==> src/rtl/uc_seq.sv <==
// Multi-cycle decode/execute sequencer for the microc datapath.
// It provides run/halt/single-step control, an executed-instruction counter and a sticky illegal-opcode flag.
//
// state    | meaning
// ---------+---------------------------------------------------------------
// S_HALT   | idle; waits for run or a step rising edge (or reset if illegal)
// S_DECODE | latch Opcode into IR and z into ZR, check the opcode is defined
// S_EXEC   | drive decoded controls and pc_en, count the instruction
module uc_seq #(
  parameter int CNT_W = 16
) (
  input  logic             clk,
  input  logic             reset,
  input  logic [5:0]       Opcode,
  input  logic             z,
  input  logic             run,
  input  logic             step,
  output logic             s_inc,
  output logic             s_inm,
  output logic             we3,
  output logic             wez,
  output logic [2:0]       Op,
  output logic             pc_en,
  output logic             halted,
  output logic             illegal,
  output logic [CNT_W-1:0] instr_count
);

  typedef enum logic [1:0] {
    S_HALT   = 2'd0,
    S_DECODE = 2'd1,
    S_EXEC   = 2'd2
  } state_t;

  state_t           state_q, state_d;
  logic [5:0]       ir_q, ir_d;
  logic             zr_q, zr_d;
  logic             step_q;
  logic             ill_q, ill_d;
  logic [CNT_W-1:0] cnt_q, cnt_d;
  logic             step_rise;

  function automatic logic is_legal(input logic [5:0] op);
    is_legal = op[5]
            || (op == 6'b000000)
            || (op[5:2] == 4'b0001)
            || (op == 6'b010000)
            || (op == 6'b010001)
            || (op == 6'b010010);
  endfunction

  assign step_rise = step & ~step_q;

  always_ff @(posedge clk) begin
    if (reset) begin
      state_q <= S_HALT;
      ir_q    <= 6'd0;
      zr_q    <= 1'b0;
      step_q  <= 1'b0;
      ill_q   <= 1'b0;
      cnt_q   <= '0;
    end else begin
      state_q <= state_d;
      ir_q    <= ir_d;
      zr_q    <= zr_d;
      step_q  <= step;
      ill_q   <= ill_d;
      cnt_q   <= cnt_d;
    end
  end

  always_comb begin
    state_d = state_q;
    ir_d    = ir_q;
    zr_d    = zr_q;
    ill_d   = ill_q;
    cnt_d   = cnt_q;
    unique case (state_q)
      S_HALT: begin
        // A faulted sequencer only leaves HALT through reset.
        if (!ill_q && (run || step_rise)) state_d = S_DECODE;
      end
      S_DECODE: begin
        ir_d = Opcode;
        zr_d = z;
        if (is_legal(Opcode)) begin
          state_d = S_EXEC;
        end else begin
          ill_d   = 1'b1;
          state_d = S_HALT;
        end
      end
      S_EXEC: begin
        cnt_d   = cnt_q + CNT_W'(1);
        state_d = run ? S_DECODE : S_HALT;
      end
      default: state_d = S_HALT;
    endcase
  end

  // Outputs come only from registered state, so Opcode/z/run/step never reach them combinationally.
  always_comb begin
    s_inc = 1'b0;
    s_inm = 1'b0;
    we3   = 1'b0;
    wez   = 1'b0;
    Op    = 3'b000;
    pc_en = 1'b0;
    if (state_q == S_EXEC) begin
      pc_en = 1'b1;
      if (ir_q[5]) begin
        s_inc = 1'b1;
        we3   = 1'b1;
        wez   = 1'b1;
        Op    = ir_q[4:2];
      end else if (ir_q == 6'b000000) begin
        s_inc = 1'b1;
      end else if (ir_q[5:2] == 4'b0001) begin
        s_inc = 1'b1;
        s_inm = 1'b1;
        we3   = 1'b1;
      end else if (ir_q == 6'b010001) begin
        s_inc = ~zr_q;
      end else if (ir_q == 6'b010010) begin
        s_inc = zr_q;
      end
    end
  end

  assign halted      = (state_q == S_HALT);
  assign illegal     = ill_q;
  assign instr_count = cnt_q;

endmodule

==> config.mk <==
export PLATFORM = sky130hd
export DESIGN_NAME = uc_seq
export DESIGN_NICKNAME = d
export VERILOG_FILES = /design/src/rtl/uc_seq.sv
export SDC_FILE = /design/constraint.sdc
export NUM_CORES = 1
export LEC_CHECK = 0
export CORE_UTILIZATION = 41
export DETAILED_ROUTE_END_ITERATION = 10
export GPL_TIMING_DRIVEN = 1
export PLACE_DENSITY = 0.82
export SYNTH_ARGS = -nofsm -noshare
export SYNTH_HDL_FRONTEND = slang
export SYNTH_SLANG_ARGS = --single-unit
==> constraint.sdc <==
create_clock -name clk -period 1.4 [get_ports clk]
set_clock_uncertainty 0.15 [all_clocks]
set_input_delay 0.28 -clock clk [delete_from_list [all_inputs] [get_ports clk]]
set_output_delay 0.28 -clock clk [all_outputs]
set_load 0.05 [all_outputs]
==> results of run 1 <==
-- final cells by class --
class	count	area, µm²	area share, %
sequential	27	596.8	21.77
multi-input combinational	110	922.1	33.64
timing repair buffer	90	1134	41.35
inverter	3	23.77	0.8672
clock buffer	4	26.28	0.9585
tap	31	38.79	1.415
-- cell usage in the layout, fill, tap and decap left out, types with 4 or more instances in the layout --
cell type,Yosys,routed
a21oi_2,0,10
buf_12,0,26
buf_4,0,28
buf_6,1,26
clkdlybuf4s50_1,0,6
dfxtp_1,27,6
dfxtp_2,0,9
dfxtp_4,0,12
dlymetal6s2s_1,0,4
nand2_1,22,15
nand2_2,1,4
nand2_4,1,5
nand4_1,4,4
nor2_1,15,13
xor2_1,9,9
-- metal layers --
| layer | GRT usage (%) | wire length (µm) |
|---|---|---|
| met1 | 34.81 | 2337 |
| met2 | 59.69 | 3351 |
| met3 | 4.839 | 739 |
| met4 | 18.47 | 766 |
| met5 | 0 | 0 |
-- power by group through the flow --
stage | sequential, mW | combinational, mW | clock (mW)
after CTS | 0.799 | 0.305 | 0.350
after detailed placement | 0.817 | 0.260 | 0
after floorplan | 0.827 | 0.117 | 0
after global routing | 0.809 | 0.393 | 0.419
after global placement | 0.814 | 0.250 | 0
final | 0.808 | 0.386 | 0.398
-- worst max-delay path, stage by stage, from the launching register on --
cell      delay [ps]
dfxtp_2          410
nand4b_1         140
o21a_1           180
o221ai_2         110
a21o_4           230
buf_12           140
-- how the worst max path moves through the flow --
stage,end,slack (ps),depth (start not counted)
floorplan,instr_count[13]$_SDFFE_PP0P_,-230,4
global placement,state_q[1]$_SDFFE_PP0P_,-320,5
detailed placement,state_q[1]$_SDFFE_PP0P_,-460,5
CTS,s_inc,-470,5
global route,s_inc,-620,5
finish,s_inc,-600,5
-- kinds of logic after synthesis --
logic type / synth area share [%]
flip-flops: 43.81
AO/OA/AOI/OAI: 13.89
adder cells (fa/ha/maj): 1.014
AND/OR/NAND/NOR: 31.03
XOR/XNOR: 7.100
buffers and inverters: 3.143
-- metrics by stage --
stage / setup WS [ps] / total power, mW
2_1_floorplan: -228.5 / 0.9439
3_3_place_gp: -318.8 / 1.064
3_5_place_dp: -462.7 / 1.078
4_1_cts: -470.2 / 1.455
5_1_grt: -622.0 / 1.621
6_report: -597.6 / 1.592
-- sequential cells by signal, summed over array words and instances (netlist names) --
name	cells
ir_q	6
illegal	1
zr_q	1
state_q	2
step_q	1
instr_count	16
-- timing repair --
| item | 4_1_cts | 5_1_grt |
|---|---|---|
| hold buffers | 0 | 0 |
| endpoints found under the setup margin | 35 | 49 |
| gates resized for setup | 37 | 50 |
| pin swaps | 19 | 22 |
| buffers inserted | 10 | 17 |
==> run summary, run 1 <==
DR iter-0 viols: 230
Critical Path RT: 970 ps
IO Pins: 37
grt total ovfl: 0
Fin Setup TNS: -8012 ps
Max clock buf depth: 2
CTS tree: yes
Syn Area/Cell: 8.508 µm²
startpoint types: flop
Post-Place Cells: 241
Final Hold Viols: 0
static leakage: 1.148 nW
Crit. Startpoint: ir_q[2]$_SDFFE_PP0P_
# Max-Cap Violations: 0
drt via density: 6.679
Int Pwr: 1.066 mW
Reg2Reg Capture Point: instr_count[14]$_SDFFE_PP0P_
Final setup viols: 46
path depth of the worst reg2reg path: 5
die area: 3232 µm²
Slew Viols, Final: 0
fin nets: 247
clk_lat worst skew: 360 ps
number of library cell types mapped by synthesis: 40
final worst slack: -597.6 ps
sequential share of power: 50.8%
FP Rows: 19
Peak VDD IR: 0.8159 mV
Net Sw Power: 0.5262 mW
number of fill cells: 35
combinational power share: 24.3%
initial antenna violation count: 0
PortBufs: 36
hold crit path type: in2reg
Antenna Violating Nets Remaining: 0
post-synthesis sequential area ratio: 43.81%
first-pass GRT wire length: 7810 µm
Synth Flop Type: dfxtp_1
vias: 1770
asr flop ratio synth: 0%
ratio of cells with drive above 1 in the final layout: 66.67%
Die H: 56.86 µm
Achievable Freq: 500.6 MHz
CTS clk-pin slew, worst paths: 160 ps
global-route usage over all layers: 32.38%
Sink Count: 27
Finished Layout Cells: 265
Slew headroom: 72.58%
warnings from Yosys: 0
Die Width: 56.86 µm
Clock Power Share: 25.0%
P&R area growth vs syn: 122.2%
CTS buffer count: 3
synth top area cells: dfxtp_1, nand2_1, xor2_1, a21oi_1, nor2_1
Setup CP Type: reg2out
cell with the most instances after synthesis: dfxtp_1
Final Cycle Share: 142.7%
Net Count, Synth: 157
DP Wirelength: 2776 µm
Post-Syn Area: 1234 µm²
Post-Synthesis Cells: 145
Post-DP Area: 2266 µm²
DR DRC count: 5
CP arrival: 1570 ps
switch share: 33.05%
Crit Path Max Fanout: 4
PwrDens: 580.9 nW/µm²
core box area: 2805 µm²
gpl congestion: 0.7749
top-area cell type share of the netlist area: 43.81%
RSZ-0062 raised after global routing: yes
Slew @ Worst Pin: 410.8 ps
worst hold slack: 117.7 ps
hold endpoint: ir_q[0]$_SDFFE_PP0P_
r2r startpoint: instr_count[1]$_SDFFE_PP0P_
crit end category: output pin
status: finished, violations left
initial core utilization: 43.98%
most frequent cells after synthesis: dfxtp_1, nand2_1, nor2_1
Root Driver: clkbuf_4
average routed wire per standard cell: 27.15 µm
total wire length: 7195 µm
H-tree levels: 1
post-route cell area: 2741 µm²
Final min period: 1998 ps
failing checks: DRC, setup timing
Yosys top cell by area: dfxtp_1
vias in the first global route: 1575
EDFF count, synth: 0
largest net degree at the start of global routing: 18
iteration count of the initial detailed-routing pass: 9
Core Util, Final: 97.73%
hold path start: Opcode[0]
FF+latch count, synth: 27
Worst R2R Setup Slack: -400 ps
hold depth: 3
n_diodes: 0
Power figures use the tool's default switching activity.
==> run 2: changes to the inputs <==
--- a/config.mk
+++ b/config.mk
@@ -9,6 +9,7 @@
 export DETAILED_ROUTE_END_ITERATION = 10
 export GPL_TIMING_DRIVEN = 1
 export PLACE_DENSITY = 0.82
+export REMOVE_ABC_BUFFERS = 1
 export SYNTH_ARGS = -nofsm -noshare
 export SYNTH_HDL_FRONTEND = slang
 export SYNTH_SLANG_ARGS = --single-unit
==> run summary, run 2 (synthesized netlist as in run 1, its figures left out) <==
Setup CP Type: reg2out
initial antenna violation count: 0
grt met2 use: 50.17%
H-tree levels: 1
ratio of cells with drive above 1 in the final layout: 64.29%
DR iter-0 viols: 112
crit end category: output pin
Peak VDD IR: 0.6003 mV
PwrDens: 602.9 nW/µm²
drt via density: 6.561
Post-Place Cells: 243
CTS buffer count: 3
Die H: 56.86 µm
M1 GR Usage: 29.24%
Core Util, Final: 94.42%
n_diodes: 0
core box area: 2805 µm²
Final Cycle Share: 142.4%
Sink Count: 27
status: finished, violations left
Slew @ Worst Pin: 574.9 ps
global-route usage over all layers: 27.59%
Crit Path Max Fanout: 4
# Max-Cap Violations: 0
static leakage: 1.117 nW
average routed wire per standard cell: 25.85 µm
first-pass GRT wire length: 6858 µm
CP arrival: 1560 ps
initial core utilization: 43.98%
commonest non-fill, non-tap cell in the layout: buf_4
P&R area growth vs syn: 114.7%
Final setup viols: 41
met3 global-route usage: 5.760%
FP Rows: 19
Root Driver: clkbuf_4
die area: 3232 µm²
startpoint types: flop
Final min period: 1993 ps
largest net degree at the start of global routing: 15
hold depth: 3
Setup WS pre-CTS: -400.0 ps
Slew headroom: 60.68%
DP Wirelength: 2557 µm
Die Width: 56.86 µm
failing checks: DRC, setup timing
IO Pins: 37
max reg flops: 16
Final Hold Viols: 0
Achievable Freq: 501.7 MHz
PortBufs: 36
grt total ovfl: 0
CTS tree: yes
cts hold-fix bufs: 0
Critical Path RT: 970 ps
layer with the highest usage: met2
CTS clk-pin slew, worst paths: 160 ps
final worst slack: -593.1 ps
vias in the first global route: 1536
vias: 1765
Antenna Violating Nets Remaining: 0
clk_lat worst skew: 350 ps
iteration count of the initial detailed-routing pass: 7
Tot Pwr: 1.597 mW
Finished Layout Cells: 269
total wire length: 6954 µm
Fin Setup TNS: -10330 ps
hold crit path type: in2reg
fin nets: 251
gpl congestion: 0.7903
DR DRC count: 7
most frequent cells in the layout: buf_4, buf_6, dfxtp_2, buf_12, nand2_1
Slew Viols, Final: 0
path depth of the worst reg2reg path: 6
RSZ-0062 raised after global routing: yes
Max clock buf depth: 2
-- run 2: layer usage --
layer | wire length (µm) | up-vias | share of wire [%]
met5 | 0 | - | 0
met4 | 566 | 0 | 8.1
met3 | 645 | 59 | 9.3
met2 | 3373 | 164 | 49
met1 | 2369 | 842 | 34
li1 | - | 700 | -
-- run 2: layout make-up --
class	instances	area (µm²)
multi-input cells	111	869.6
well taps	31	38.79
repair buffers	93	1127
fillers	71	156.4
inverters	3	16.27
clock buffers	4	26.28
flip-flops and latches	27	570.5
-- run 2: final timing paths --
| check | from | end | slack, ps |
|---|---|---|---|
| max | ir_q[2]$_SDFFE_PP0P_ | s_inc | -590 |
| min | Opcode[2] | ir_q[2]$_SDFFE_PP0P_ | 60 |
| max reg2reg | state_q[0]$_SDFFE_PP0P_ | instr_count[11]$_SDFFE_PP0P_ | -570 |
| min reg2reg | ir_q[1]$_SDFFE_PP0P_ | ir_q[1]$_SDFFE_PP0P_ | 370 |
-- run 2: per-stage QoR --
step | hold WS [ps] | instance area [µm²]
3_5_place_dp | 337.6 | 2061
5_1_grt | 83.82 | 2649
4_1_cts | 349.4 | 2301
6_report | 62.88 | 2649
3_3_place_gp | 327.2 | 2061
2_1_floorplan | 199.1 | 1206
-- run 2: what timing repair did --
item / 4_1_cts / 5_1_grt
gates cloned: 0 / 1
pin swaps: 13 / 23
setup endpoints to repair: 26 / 47
resized for setup: 48 / 65
buffers inserted: 8 / 15
-- run 2: where the power goes --
group	total [mW]	switching (mW)	leakage [nW]	internal, mW
combinational	0.383	0.199	0.872	0.184
clock	0.388	0.276	0.0150	0.112
sequential	0.826	0.0341	0.230	0.792
-- run 2: worst max-delay path, cell delays in order, from the launching register on --
cell      delay, ps
dfxtp_2         380
nand4b_1        180
o21a_1          140
o221ai_2        150
a21o_1          200
buf_6           170
==> run 3: changes to the inputs <==
--- a/config.mk
+++ b/config.mk
@@ -6,10 +6,12 @@
 export NUM_CORES = 1
 export LEC_CHECK = 0
 export CORE_UTILIZATION = 41
+export CTS_CLUSTER_DIAMETER = 150
 export DETAILED_ROUTE_END_ITERATION = 10
 export GPL_TIMING_DRIVEN = 1
 export PLACE_DENSITY = 0.82
 export REMOVE_ABC_BUFFERS = 1
+export SLEW_MARGIN = 20
 export SYNTH_ARGS = -nofsm -noshare
 export SYNTH_HDL_FRONTEND = slang
 export SYNTH_SLANG_ARGS = --single-unit
==> results of run 3 <==
Final layout, timing and power as in run 2 (identical DEF).
==> RTL edit 1: new RTL, config.mk and constraints of run 3 <==
Change the parameter `CNT_W` from 16 to 12.
--- a/src/rtl/uc_seq.sv
+++ b/src/rtl/uc_seq.sv
@@ -7,7 +7,7 @@
 // S_DECODE | latch Opcode into IR and z into ZR, check the opcode is defined
 // S_EXEC   | drive decoded controls and pc_en, count the instruction
 module uc_seq #(
-  parameter int CNT_W = 16
+  parameter int CNT_W = 12
 ) (
   input  logic             clk,
   input  logic             reset,
Ports: changed (resized instr_count); port bits go from 37 to 33. No check against the original RTL was run, so the function may have changed too.
==> RTL edit 1 against run 3 <==
The flow now stops in global routing (5_1_grt). Area after synthesis is 12% lower. Synthesized cell count is 9.7% lower.
==> RTL edit 1: results (changes against run 3) <==
metric,value,unit,change
status,aborted with a tool error,,
Fail Step,global routing (5_1_grt),,
error message,[ERROR DPL-0033] detailed placement checks failed during check placement.,,
largest net degree at the start of global routing,13,,
htree depth,1,,unchanged
Post-DP HPWL,2560,um,about the same
clk sinks,23,,-15%
"Distinct cells, synth",36,,-10%
Worst EP post-GRT repair,s_inm,,
Ys Warns,0,,unchanged
root buffer cell,clkbuf_4,,
register area share after synthesis,0.423,,-0.0156
clock buffer count from CTS,3,,unchanged
Placer Congestion,0.842,,+6.5%
Synth top cells by count,"dfxtp_1, nand2_1, a21oi_1",,
ys async rst share,0,,unchanged
Worst End Pin Type,top-level output,,
Placement Setup Slack,-267,ps,+133 ps
clock buffer depth,2,,unchanged
antenna violations before repair,0,,
Synth area leaders,"dfxtp_1, a21oi_1, nand2_1, nor2_1, o31ai_1",,
Port-buffer cells,32,,-11%
[RTL edit 1: kinds of logic after synthesis]
kind of cell | after synthesis | share of synthesized area
simple gates | 58 | 0.300
compound gates | 31 | 0.168
flops | 23 | 0.423
buf+inv | 12 | 0.0436
mux | 4 | 0.0390
xor+xnor | 2 | 0.0161
fa+ha+maj | 1 | 0.0115
[RTL edit 1: stage by stage]
stage	instance area [um2]	hold slack (ps)	setup TNS (ps)	util	std cells
floorplan	1060	199	-8770	-	125
global placement	1890	307	-2140	0.756	220
detailed placement	1890	328	-3350	0.756	220
CTS	2140	337	-4450	0.855	229
[RTL edit 1: repair_timing]
| action | 4_1_cts |
|---|---|
| endpoints found under the setup margin | 23 |
| setup buffers | 5 |
| pin swaps | 21 |
| resized for setup | 51 |
==> RTL edit 2: new RTL, flow settings as in run 3 <==
Without the edit above. Reset style: asynchronous (`reset`), changed in one clocked block.
--- a/src/rtl/uc_seq.sv
+++ b/src/rtl/uc_seq.sv
@@ -51,7 +51,7 @@
 
   assign step_rise = step & ~step_q;
 
-  always_ff @(posedge clk) begin
+  always_ff @(posedge clk or posedge reset) begin
     if (reset) begin
       state_q <= S_HALT;
       ir_q    <= 6'd0;
Behaviour: differs if reset is asserted again (counterexample within 4 cycles, from zero or initial values and one cycle with reset high); with reset held inactive, the same outputs for 10 cycles.
==> RTL edit 2 against run 3 <==
The run still ends with DRC, setup timing left. First-iteration DRC count fell by 53%. Setup slack got worse by 120 ps. Area after synthesis grew 2.2%. Utilization is 0.26 points lower. Sequential cell count unchanged. Cell area increased by 0.57%. Wire length down 23%. Via count is 23% lower.
Power is not compared: it rests on default switching activity, and its combinational part moved more than twofold at a synthesized area within 25%.
==> RTL edit 2: results (changes against run 3) <==
metric,value,unit,change
Post-DP HPWL,2370,um,-7.1%
Setup Buffers After CTS,22,,+14
violated checks,"DRC, setup timing",,
Pleak,1.23,nW,
Nets,215,,-14%
Crit. Startpoint,ir_q[2],,
"Distinct cells, synth",32,,-20%
share of layout cells above drive strength 1,0.614,,-0.0290
proportion of synthesized area in mux cells,0.0625,,+0.0625
vias in the first global route,1466,,-4.6%
Placement Setup Slack,-289,ps,+111 ps
number of synthesized flops with an enable pin,0,,unchanged
xor/xnor cell area share of the yosys netlist,0.104,,+0.0332
Worst-Skew Late Latency,350,ps,about the same
vias,1359,,-23%
CP max stage cell,dfrtp_1,,
Total GRT Usage,0.289,,+0.0129
n_diodes,0,,unchanged
post-synthesis compound-gate area fraction,0.0486,,-0.0903
register area share after synthesis,0.536,,+0.0976
status,"complete, but fails checks",,
ys async rst share,1.00,,+1.00
CP Max Fanout,4,,unchanged
Resize count post-CTS,51,,+6.3%
VDD IR-drop max,1450,uV,
largest net degree at the start of global routing,28,,+13
Synth top cells by count,"dfrtp_1, xnor2_1, mux2_2, nand4_1, nor2_1",,
drc violations,3,,-4
critical path's largest stage delay,440,ps,+60 ps
met3 global-route usage,0.0431,,-0.0145
placed cell area,2150,um2,+4.2%
relative slew slack,0.815,,+0.209
R2R depth,7,,+1
Post-Route WL,5340,um,-23%
met1 usage,0.295,,+0.00255
clock transition at the registers of the reported paths,160,ps,about the same
# fillers,75,,+5.6%
setup violators final,50,,+22%
hold crit path type,input pin to asynchronous set/reset pin,,
first-pass GRT wire length,7020,um,+2.4%
Synth Area in Adders,0.00992,,-0.000221
sum of negative setup slack,-12430,ps,-2100 ps
reg2reg start,state_q[0],,
DRT iter0 DRCs,53,,-53%
Crit path max-delay family,compound AO/OA/AOI/OAI gates,,
TritonRoute pass-1 iters,7,,unchanged
Worst EP arrival,1690,ps,+130 ps
Placer Congestion,0.771,,-2.4%
root buffer cell,clkbuf_4,,
Synth area leaders,"dfrtp_1, xnor2_1, mux2_2, nand4_1, xor2_1",,
GR met2 Demand/Resource,0.537,,+0.0348
Ys Warns,0,,unchanged
Final WS setup,-718,ps,-124 ps
Port-buffer cells,36,,unchanged
==> RTL edit 2: per-stage QoR <==
stage,power [W],std cells
floorplan,0.00202,106
global placement,0.00298,204
detailed placement,0.00304,204
CTS,0.00393,228
global route,0.00440,233
finish,0.00429,233
==> RTL edit 2: layout make-up <==
type                    instances  area [um2]  area share
multi-input cells              77         761       0.286
repair buffers                 91        1150       0.431
well taps                      31        38.8      0.0146
inverters                       3        11.3     0.00423
flip-flops and latches         27         679       0.255
clock buffers                   4        26.3     0.00986
==> RTL edit 2: final timing paths <==
| check | slack (ps) | end |
|---|---|---|
| max | -720 | s_inc |
| min | 120 | illegal |
| max reg2reg | -530 | instr_count[11] |
| min reg2reg | 450 | zr_q |
| max in group asynchronous | 810 | instr_count[7] |
| min in group clk | 260 | step_q |
==> RTL edit 2: layer usage <==
layer / share of wire / routed length [um] / vias to the layer above
li1: - / - / 573
met1: 0.35 / 1850 / 686
met2: 0.57 / 3040 / 77
met3: 0.036 / 194 / 23
met4: 0.047 / 253 / 0
met5: 0 / 0 / -
